==> src/rtl/pwm_multi_top.sv <==
// Multi-channel PWM generator. Parameter frames arrive on a 32-bit
// AXI-Stream-like receive port. One shared restoring divider turns the
// requested frequency and duty into clock counts for one channel at a time.
module pwm_multi_top #(
  parameter int          PWM_NUM      = 5,
  parameter int          ID_PWM_PARAM = 0,
  parameter int unsigned CLK_FREQ     = 100000000
) (
  input  logic               clk,
  input  logic               rst,
  input  logic [31:0]        rx_axis_udp_tdata,
  input  logic               rx_axis_udp_tvalid,
  input  logic               rx_axis_udp_tlast,
  input  logic [7:0]         rx_axis_udp_tuser,
  output logic [PWM_NUM-1:0] pwm
);

  localparam logic [7:0]  FRAME_ID = 8'(ID_PWM_PARAM);
  localparam logic [31:0] CLK_DIV  = 32'(CLK_FREQ);
  localparam logic [31:0] NUM_CH   = 32'(PWM_NUM);

  typedef enum logic [1:0] {S_IDLE, S_DIV_P, S_DIV_H, S_UPD} state_t;

  state_t      state;

  // Parser: word index (5 means past word 4) and a sticky wrong-ID flag.
  logic [2:0]  widx;
  logic        bad;
  logic [7:0]  ch_r;
  logic [31:0] freq_r;
  logic [6:0]  duty_r;

  // Job registers: held stable while the divider runs, so frames that are
  // dropped during a division cannot disturb it.
  logic [7:0]  job_ch;
  logic [31:0] job_freq;
  logic [6:0]  job_duty;
  logic        job_en;

  // Divider: partial remainder, shifting dividend/quotient, iteration count.
  logic [31:0] rem;
  logic [38:0] q;
  logic [5:0]  iter;
  logic [31:0] p_res;
  logic [31:0] h_res;

  // Per-channel settings and counters.
  logic [31:0] ch_period [PWM_NUM];
  logic [31:0] ch_high   [PWM_NUM];
  logic        ch_en     [PWM_NUM];
  logic [31:0] ch_cnt    [PWM_NUM];

  logic [31:0] divisor;
  logic [32:0] rem_sh;
  logic        ge;
  logic [32:0] rem_nx;
  logic [38:0] q_nx;
  logic [6:0]  duty_in;
  logic        beat_ok;
  logic        accept;
  logic        unused_bits;

  // One restoring-division step; the divisor is the frequency while computing
  // the period and 100 while scaling the period by the duty percentage.
  always_comb begin
    divisor = (state == S_DIV_H) ? 32'd100 : job_freq;
    rem_sh  = {rem, q[38]};
    ge      = (rem_sh >= {1'b0, divisor});
    rem_nx  = ge ? (rem_sh - {1'b0, divisor}) : rem_sh;
    q_nx    = {q[37:0], ge};
  end

  // A remainder is always below the divisor, so its top bit is never needed.
  assign unused_bits = rem_nx[32];

  assign duty_in = (rx_axis_udp_tdata[6:0] > 7'd100) ? 7'd100 : rx_axis_udp_tdata[6:0];
  assign beat_ok = (rx_axis_udp_tuser == FRAME_ID);
  assign accept  = rx_axis_udp_tvalid && rx_axis_udp_tlast && (widx == 3'd4) &&
                   !bad && beat_ok && ({24'd0, ch_r} < NUM_CH) && (state == S_IDLE);

  // Frame parser plus the divider sequence: accept -> period -> high time -> update.
  always_ff @(posedge clk) begin
    // NOTE: state registers use non-blocking assignments so every block sees
    // the pre-edge values and simulation matches the synthesized flops.
    if (rst) begin
      state    <= S_IDLE;
      widx     <= 3'd0;
      bad      <= 1'b0;
      ch_r     <= 8'd0;
      freq_r   <= 32'd0;
      duty_r   <= 7'd0;
      job_ch   <= 8'd0;
      job_freq <= 32'd0;
      job_duty <= 7'd0;
      job_en   <= 1'b0;
      rem      <= 32'd0;
      q        <= 39'd0;
      iter     <= 6'd0;
      p_res    <= 32'd0;
      h_res    <= 32'd0;
    end else begin
      if (rx_axis_udp_tvalid) begin
        if (rx_axis_udp_tlast) begin
          widx <= 3'd0;
          bad  <= 1'b0;
        end else begin
          if (widx != 3'd5) widx <= widx + 3'd1;
          bad <= bad | !beat_ok;
        end
        case (widx)
          3'd0:    ch_r   <= rx_axis_udp_tdata[7:0];
          3'd1:    freq_r <= rx_axis_udp_tdata;
          3'd2:    duty_r <= duty_in;
          default: ;
        endcase
      end

      case (state)
        S_IDLE: begin
          if (accept) begin
            job_ch   <= ch_r;
            job_freq <= freq_r;
            job_duty <= duty_r;
            job_en   <= rx_axis_udp_tdata[0];
            rem      <= 32'd0;
            if (freq_r == 32'd0) begin
              p_res <= 32'd0;
              h_res <= 32'd0;
              state <= S_UPD;
            end else begin
              q     <= {CLK_DIV, 7'd0};
              iter  <= 6'd31;
              state <= S_DIV_P;
            end
          end
        end
        S_DIV_P: begin
          if (iter == 6'd0) begin
            p_res <= q_nx[31:0];
            q     <= 39'(q_nx[31:0]) * 39'(job_duty);
            rem   <= 32'd0;
            iter  <= 6'd38;
            state <= S_DIV_H;
          end else begin
            rem  <= rem_nx[31:0];
            q    <= q_nx;
            iter <= iter - 6'd1;
          end
        end
        S_DIV_H: begin
          rem  <= rem_nx[31:0];
          q    <= q_nx;
          iter <= iter - 6'd1;
          if (iter == 6'd0) begin
            h_res <= q_nx[31:0];
            state <= S_UPD;
          end
        end
        default: state <= S_IDLE;
      endcase
    end
  end

  // Channel bank: load the finished job into one channel, run all counters.
  always_ff @(posedge clk) begin
    // NOTE: these per-channel arrays are small register banks, not RAM, and
    // must come up as "disabled, period 0", so they are reset explicitly.
    if (rst) begin
      for (int i = 0; i < PWM_NUM; i++) begin
        ch_period[i] <= 32'd0;
        ch_high[i]   <= 32'd0;
        ch_en[i]     <= 1'b0;
        ch_cnt[i]    <= 32'd0;
      end
      pwm <= '0;
    end else begin
      for (int i = 0; i < PWM_NUM; i++) begin
        if (state == S_UPD && job_ch == i[7:0]) begin
          ch_period[i] <= p_res;
          ch_high[i]   <= h_res;
          ch_en[i]     <= job_en;
          ch_cnt[i]    <= 32'd0;
        end else if (!ch_en[i] || ch_period[i] < 32'd2) begin
          ch_cnt[i] <= 32'd0;
        end else if (ch_cnt[i] == ch_period[i] - 32'd1) begin
          ch_cnt[i] <= 32'd0;
        end else begin
          ch_cnt[i] <= ch_cnt[i] + 32'd1;
        end
        pwm[i] <= ch_en[i] && (ch_period[i] >= 32'd2) && (ch_cnt[i] < ch_high[i]);
      end
    end
  end

endmodule

==> config.mk <==
export PLATFORM = sky130hd
export DESIGN_NAME = pwm_multi_top
export DESIGN_NICKNAME = d
export VERILOG_FILES = /design/src/rtl/pwm_multi_top.sv
export SDC_FILE = /design/constraint.sdc
export NUM_CORES = 2
export LEC_CHECK = 0
export ABC_CLOCK_PERIOD_IN_PS = 8400
export CAP_MARGIN = 20
export CORE_UTILIZATION = 55
export CTS_CLUSTER_DIAMETER = 40
export DETAILED_ROUTE_END_ITERATION = 8
export GPL_TIMING_DRIVEN = 0
export MAX_ROUTING_LAYER = met4
export PLACE_DENSITY = 0.74
export RECOVER_POWER = 50
export SLEW_MARGIN = 20
export SYNTH_ARGS = -nofsm -noshare
export SYNTH_HDL_FRONTEND = slang
export SYNTH_SLANG_ARGS = --single-unit
==> constraint.sdc <==
create_clock -name clk -period 8.4 [get_ports clk]
set_input_delay 1.26 -clock clk [delete_from_list [all_inputs] [get_ports clk]]
set_output_delay 1.26 -clock clk [all_outputs]
set_load 0.02 [all_outputs]
# --- Word-level counts from Yosys, hierarchy flattened ---
# Memories as Yosys holds them, arrays and structs flattened.
# Index checks and enable logic that the tools add are counted.
op_classes:
  mul: 1
  n_reduce_logical: 53
  bitwise: 36
  addsub: 13
  muxes: 149
  eq_ne: 21
  n_lt_le_gt_ge: 18
op_table:
  columns: ["op", "n"]
  rows:
  - ["2-to-1 mux 32 bit", 37]
  - ["adder 32 x 1 -> 32 bit, second input constant", 5]
  - ["== test 32 bit", 5]
  - [">= comparator 32 x 2 -> 1 bit, second input constant", 5]
  - ["< comparator 32 x 2 -> 1 bit, second input constant", 5]
  - ["< comparator 32 bit", 5]
  - ["subtractor 32 x 1 -> 32 bit, second input constant", 5]
  - ["case mux 32 bit (2 select lines)", 2]
  - ["2-to-1 mux 39 bit", 3]
  - ["case mux 39 bit (3 select lines)", 1]
  - ["case mux 32 bit (3 select lines)", 1]
  - ["2-to-1 mux 1 bit", 93]
  - ["multiplier 32 x 7 -> 39 bit", 1]
  - ["bitwise OR 1 bit", 36]
  - [">= comparator 33 x 32 -> 1 bit", 1]
  - ["zero test 32 bit", 1]
  - ["subtractor 32 bit", 1]
  - ["logical AND 1 bit", 21]
  - ["2-to-1 mux 6 bit", 3]
  - ["case mux 6 bit (3 select lines)", 1]
  - ["== test 8 x 2 -> 1 bit, second input constant", 2]
  - ["zero test 8 bit", 2]
  - ["AND reduction 2 bit", 6]
  - ["== test 8 x 1 -> 1 bit, second input constant", 1]
  - ["other kinds (26)", 48]
totals:
  register_bits: 247
  output_inout_bits: 5
  elab_cells: 311
  mem_count: 4
  ramBits: 485
mem_list:
  columns: ["memory", "depth", "width", "rd", "rd_clocked_by_memory_dff", "write_ports", "line_no", "text"]
  rows:
  - ["ch_cnt", 5, 32, 5, 0, 5, "51", "logic [31:0] ch_cnt [PWM_NUM];"]
  - ["ch_high", 5, 32, 5, 0, 5, "49", "logic [31:0] ch_high [PWM_NUM];"]
  - ["ch_period", 5, 32, 5, 0, 5, "48", "logic [31:0] ch_period [PWM_NUM];"]
  - ["ch_en", 5, 1, 5, 0, 5, "50", "logic ch_en [PWM_NUM];"]

# --- Depth between registers and ports, before layout ---
# An unclocked memory read counts as a cell.
logic_depth:
  depth_word: 10
  ltp_mapped: 36
  mapped_depth_nobuf: 32

# --- Worst setup path before layout ---
# No wires, ideal clock.
synth_timing:
  path_type: "register to register"
  start: "register state[0]"
  end: "register q[38]"
  path_stages_with_launch: 36
  synth_period_minus_slack_ns: 8.549
  arrival_ns: 8.434
  required_time_ns: 8.285
  path_slack_ns: -0.149
  path_cell_list: "dfxtp_1 -> inv_1 -> ha_1 -> clkbuf_1 -> clkbuf_1 -> clkbuf_1 -> nand2b_1 -> ha_1 -> a21o_1 -> a21oi_1 -> nor2_1 -> a2111oi_0 -> o21ai_0 -> a221o_1 -> a21o_1 -> o31ai_2 -> clkbuf_1 -> nand2b_1 -> fa_1 -> fa_1 -> inv_1 -> fa_1 -> inv_1 -> fa_1 -> inv_1 -> ha_1 -> a21oi_1 -> or4b_2 -> o21ai_0 -> nor3_1 -> o41a_1 -> o311ai_0 -> a21o_1 -> a221oi_1 -> mux2i_1 -> o21a_1"
synth_between:
  elab_chain_cells: 6
  word_cells_on_any_way: 13
  cone_classes: "1 x mul; 1 x order compare; 4 x eq/ne; 3 x mux; 4 x reduce/logical"
synth_rtl:
  columns: ["item", "line_no", "text"]
  rows:
  - ["start: declaration", "24", "state_t state;"]
  - ["start signal: assignment", "86", "state <= S_IDLE;"]
  - ["start signal: assignment", "129", "state <= S_UPD;"]
  - ["start signal: assignment", "133", "state <= S_DIV_P;"]
  - ["== test 2 bit", "66, 118", null]
  - ["2-to-1 mux 32 bit", "66", "divisor = (state == S_DIV_H) ? 32'd100 : job_freq;"]
  - [">= comparator 33 x 32 -> 1 bit", "68", "ge = (rem_sh >= {1'b0, divisor});"]
  - ["multiplier 32 x 7 -> 39 bit", "140", "q <= 39'(q_nx[31:0]) * 39'(job_duty);"]
  - ["2-to-1 mux 39 bit", "138", "if (iter == 6'd0) begin"]
  - ["case mux 39 bit (3 select lines)", "118", "case (state)"]
  - ["end signal: assignment", "140", null]
  - ["end signal: assignment", "146", "q <= q_nx;"]
  - ["end signal: assignment", "152", "q <= q_nx;"]
  - ["end: declaration", "42", "logic [38:0] q;"]
# Several ways; a longest one is shown, not always the timed one.
# A chain may end at the register's enable or synchronous reset.

# --- Worst setup path after layout ---
layout_timing:
  start: "register state[1]"
  end: "register q[38]"
# The elaborated chain is that of the path after synthesis.

==> metrics.md <==
| Metric | Value |
|---|---|
| Remaining global-route overflow | 0 |
| Clock tree from TritonCTS | yes |
| Antenna violations before repair | 17 |
| Period utilisation layout | 0.968 |
| Final weighted congestion in routability-driven placement | around 1 |
| Cell type contributing the most total cell area after synthesis | sky130_fd_sc_hd__edfxtp_1 |
| Total I/O pin count | 49 |
| EDFF count, synth | 485 |
| Area grow syn2layout | 14.6% |
| RSZ-0062 raised after global routing | no |
| Count of routing violations after the opening detailed-route iteration | 3603 |
| Final-layout worst hold slack | 0.446 ns |
| Transition time at the pin with the least slew margin | 1.37 ns |
| Max Buffers Root-to-Sink | 3 |
| Fin area | 0.0526 mm2 |
| Number of distinct library cells after synthesis | between 80 and 90 |
| Cell area after technology mapping | 0.0459 mm2 |
| Crit path required time | 8.97 ns |
| Number of I/O port buffers | 47 |
| Setup-failing EPs final | 0 |
| Initial standard-cell utilization of the core | 0.557 |
| Clock root buffer | sky130_fd_sc_hd__clkbuf_16 |
| Total Die Area | 0.0846 mm2 |
| Delay of the slowest cell on the worst path | 0.55 ns |
| Worst hold path class | reg -> reg |
| Latest clock arrival within the worst-skew pair | 0.68 ns |
| First-pass iteration count of the detailed router | 6 |
| Share of Yosys cell area claimed by the top area cell type | 0.317 |
| Routed length per instance | roughly 21 um |
| Overall fraction of global-route tracks in use | 0.323 |
| Number of clock sinks | 732 |
| Maximum vdd drop | about 0.19 mV |
| Final std cells w/o fill | between 6000 and 7000 |
| Cell seen most often among critical-path stages | sky130_fd_sc_hd__fa_1 |
| Post-detailed-route via-to-cell ratio | 5.90 |
| Global-route wire length before repair | 204000 um |
| Leakage power figure | about 21 nW |
| Endpoint arrival time on the critical path | 8.70 ns |
| Post-placement cell count | 6089 |
| Kind of end point of the critical path | register |
| Count of H-tree levels built during CTS | 3 |
| Placed Instance Area | 0.0485 mm2 |
| Final Critical Period | 8.13 ns |
| Fraction of synthesis flops using an asynchronous set or reset pin | 0 |
| Maximum operating frequency | about 120 MHz |
| X dimension of the die | 291 um |
| PwrDens | 177 mW/mm2 |
| Yosys warnings | 0 |
| Std-Cell Core Area | 0.0824 mm2 |
| Filler Cell Count | ~6700 |
| Routed met3 length | around 11000 um |
| Count of max-cap constraint violations | 0 |
| Run status | completed |
| Pin count of the biggest net entering global routing | 59 |
| Worst setup skew after layout | about 0.043 ns |
| Via count of the first global-routing pass | 35300 |
| Placement row count | ~110 |
| Via count | 37200 |
| Sequential area share after synthesis | 0.425 |
| Syn Inst Count | between 4000 and 5000 |
| Final hold violation count | 0 |
| DRT Wirelength | about 130000 um |
| TritonCTS Buffers | 107 |
| Synthesized flop and latch total | 732 |
| Slowest cell on the critical path | sky130_fd_sc_hd__fa_1 |
| Final slew viol count | 0 |
| Count of hold buffers inserted by post-cts repair | 0 |
| Share of post-route cells with drive strength above 1 | 0.0603 |
| Die Span Y | 291 um |
| Highest fanout seen on the critical path | 10 |
| Crit Path Class | reg -> reg |
| Mean Syn Cell Area | 9.55 um2 |
| Met2 Routed Length | 61200 um |
| Final layout net count | roughly 5600 |
| Number of routed nets with antenna violations | 0 |
| Most area-consuming cells after synthesis | sky130_fd_sc_hd__edfxtp_1 (32%), sky130_fd_sc_hd__dfxtp_1 (11%), sky130_fd_sc_hd__ha_1 (7.3%) |
| Detailed-placement wirelength estimate | 94800 um |
| Top FF cell, synth | sky130_fd_sc_hd__edfxtp_1 |
| CTS clock-pin slew for the worst setup and hold paths | 0.06 ns |
| Residual DRC | 0 |
| Top metal layer carrying routed signals | met4 |
| Routed met1 length | 53500 um |
| Slew HR | 0.0850 |
| Critical path startpoint category | register |
-- critical path: cells and delay by family, from the launching register on --
family,cells,cell delay (ns)
buffers and inverters,7,0.88
adder cells (fa/ha/maj),7,2.91
AND/OR/NAND/NOR,7,1.33
flip-flops,1,0.44
multiplexers,1,0.14
AO/OA/AOI/OAI,12,2.34
-- synth_stat cells (all sizes together) (10+ instances only) --
library cell	count
nand2	621
edfxtp	485
inv	363
nor2	362
a21oi	322
ha	268
dfxtp	247
nand3	212
xnor2	212
xor2	201
clkbuf	188
fa	150
and2	131
o21ai	106
nor3	105
a21o	97
nand2b	75
nand4	71
nor4	64
and3	50
nor2b	44
or3	35
a31oi	32
mux2i	25
or4	25
buf	20
a22oi	18
o211ai	18
o31ai	18
a211oi	17
or2	16
o311ai	15
a221oi	11
o21a	11
nand3b	10
o21bai	10
-- cell usage in the layout (no fill, tap or decap), drive strengths merged, types with 11 or more instances in the layout --
cell type,n
a211oi,17
a21o,97
a21oi,322
a221oi,11
a22oi,18
a31oi,32
and2,131
and3,50
buf,34
clkbuf,303
clkdlybuf4s50,40
clkinv,29
conb,160
dfxtp,247
diode,13
edfxtp,485
fa,150
ha,268
inv,400
mux2i,25
nand2,621
nand2b,75
nand3,212
nand4,71
nor2,362
nor2b,44
nor3,105
nor4,64
o211ai,18
o21a,11
o21ai,106
o311ai,15
o31ai,18
or2,16
or3,35
or4,25
xnor2,212
xor2,201
-- flip-flops by register name, summed over array words and instances (netlist names), 7 cells and up --
register / cells
ch_cnt: 160
ch_high: 160
ch_period: 160
q: 39
freq_r: 32
h_res: 32
job_freq: 32
p_res: 32
rem: 32
ch_r: 8
job_ch: 8
duty_r: 7
job_duty: 7
-- what timing repair did --
action,CTS,global route
endpoints found under the setup margin,33,17
gates resized for setup,52,15
buffers inserted,4,6
pin swaps,7,13
-- logic make-up (layout without fill, tap and decap cells) --
family,Yosys count,after routing,share of synthesized area
compound gates,771,771,0.105
mux,34,34,0.00790
other cells,1,173,0.0000817
flops,732,732,0.425
xor+xnor,413,413,0.0788
simple gates,1868,1868,0.197
fa+ha+maj,418,418,0.138
buf+inv,571,832,0.0476
-- per-stage QoR --
| stage | utilization | setup TNS [ns] | setup WS, ns | total power, mW |
|---|---|---|---|---|
| floorplan | - | 0 | 0.0155 | 4.51 |
| global placement | 0.587 | -38.99 | -2.03 | 4.68 |
| detailed placement | 0.589 | -42.93 | -2.13 | 4.71 |
| CTS | 0.637 | 0 | 0.0581 | 9.32 |
| global route | 0.639 | 0 | 0.0459 | 9.56 |
| finish | 0.639 | 0 | 0.269 | 9.31 |
-- power by group --
part,leakage [nW],internal (mW),switching [mW]
clock,1.82,2.77,1.89
combinational,12.2,0.232,0.337
sequential,6.82,3.95,0.130
-- cell type report --
| class | instances | area (um2) | share of cell area |
|---|---|---|---|
| antenna | 13 | 32.5 | 0.000618 |
| buffer | 204 | 880 | 0.0167 |
| clock inverter | 85 | 950 | 0.0180 |
| tap | 1070 | 1340 | 0.0254 |
| timing repair buffer | 62 | 672 | 0.0128 |
| clock buffer | 118 | 2800 | 0.0532 |
| sequential | 732 | 19500 | 0.371 |
| multi-input combinational | 3664 | 25100 | 0.476 |
| inverter | 363 | 1360 | 0.0259 |
-- path summary, 6_finish.rpt --
path	from	end	slack (ns)	cells past startpoint
setup / recovery	state[1]	q[38]	0.27	34
hold / removal	p_res[26]	p_res[26]	0.45	2
hold reg to reg	p_res[26]	p_res[26]	0.45	2
setup reg to reg	state[1]	q[38]	0.27	34
-- metal layers --
layer | global-route usage | up-vias
met5 | - | -
met4 | 0.170 | 0
met3 | 0.0566 | 372
met2 | 0.500 | 1599
met1 | 0.407 | 18000
li1 | - | 17300
Note: power is estimated with default switching activity, not from simulation.
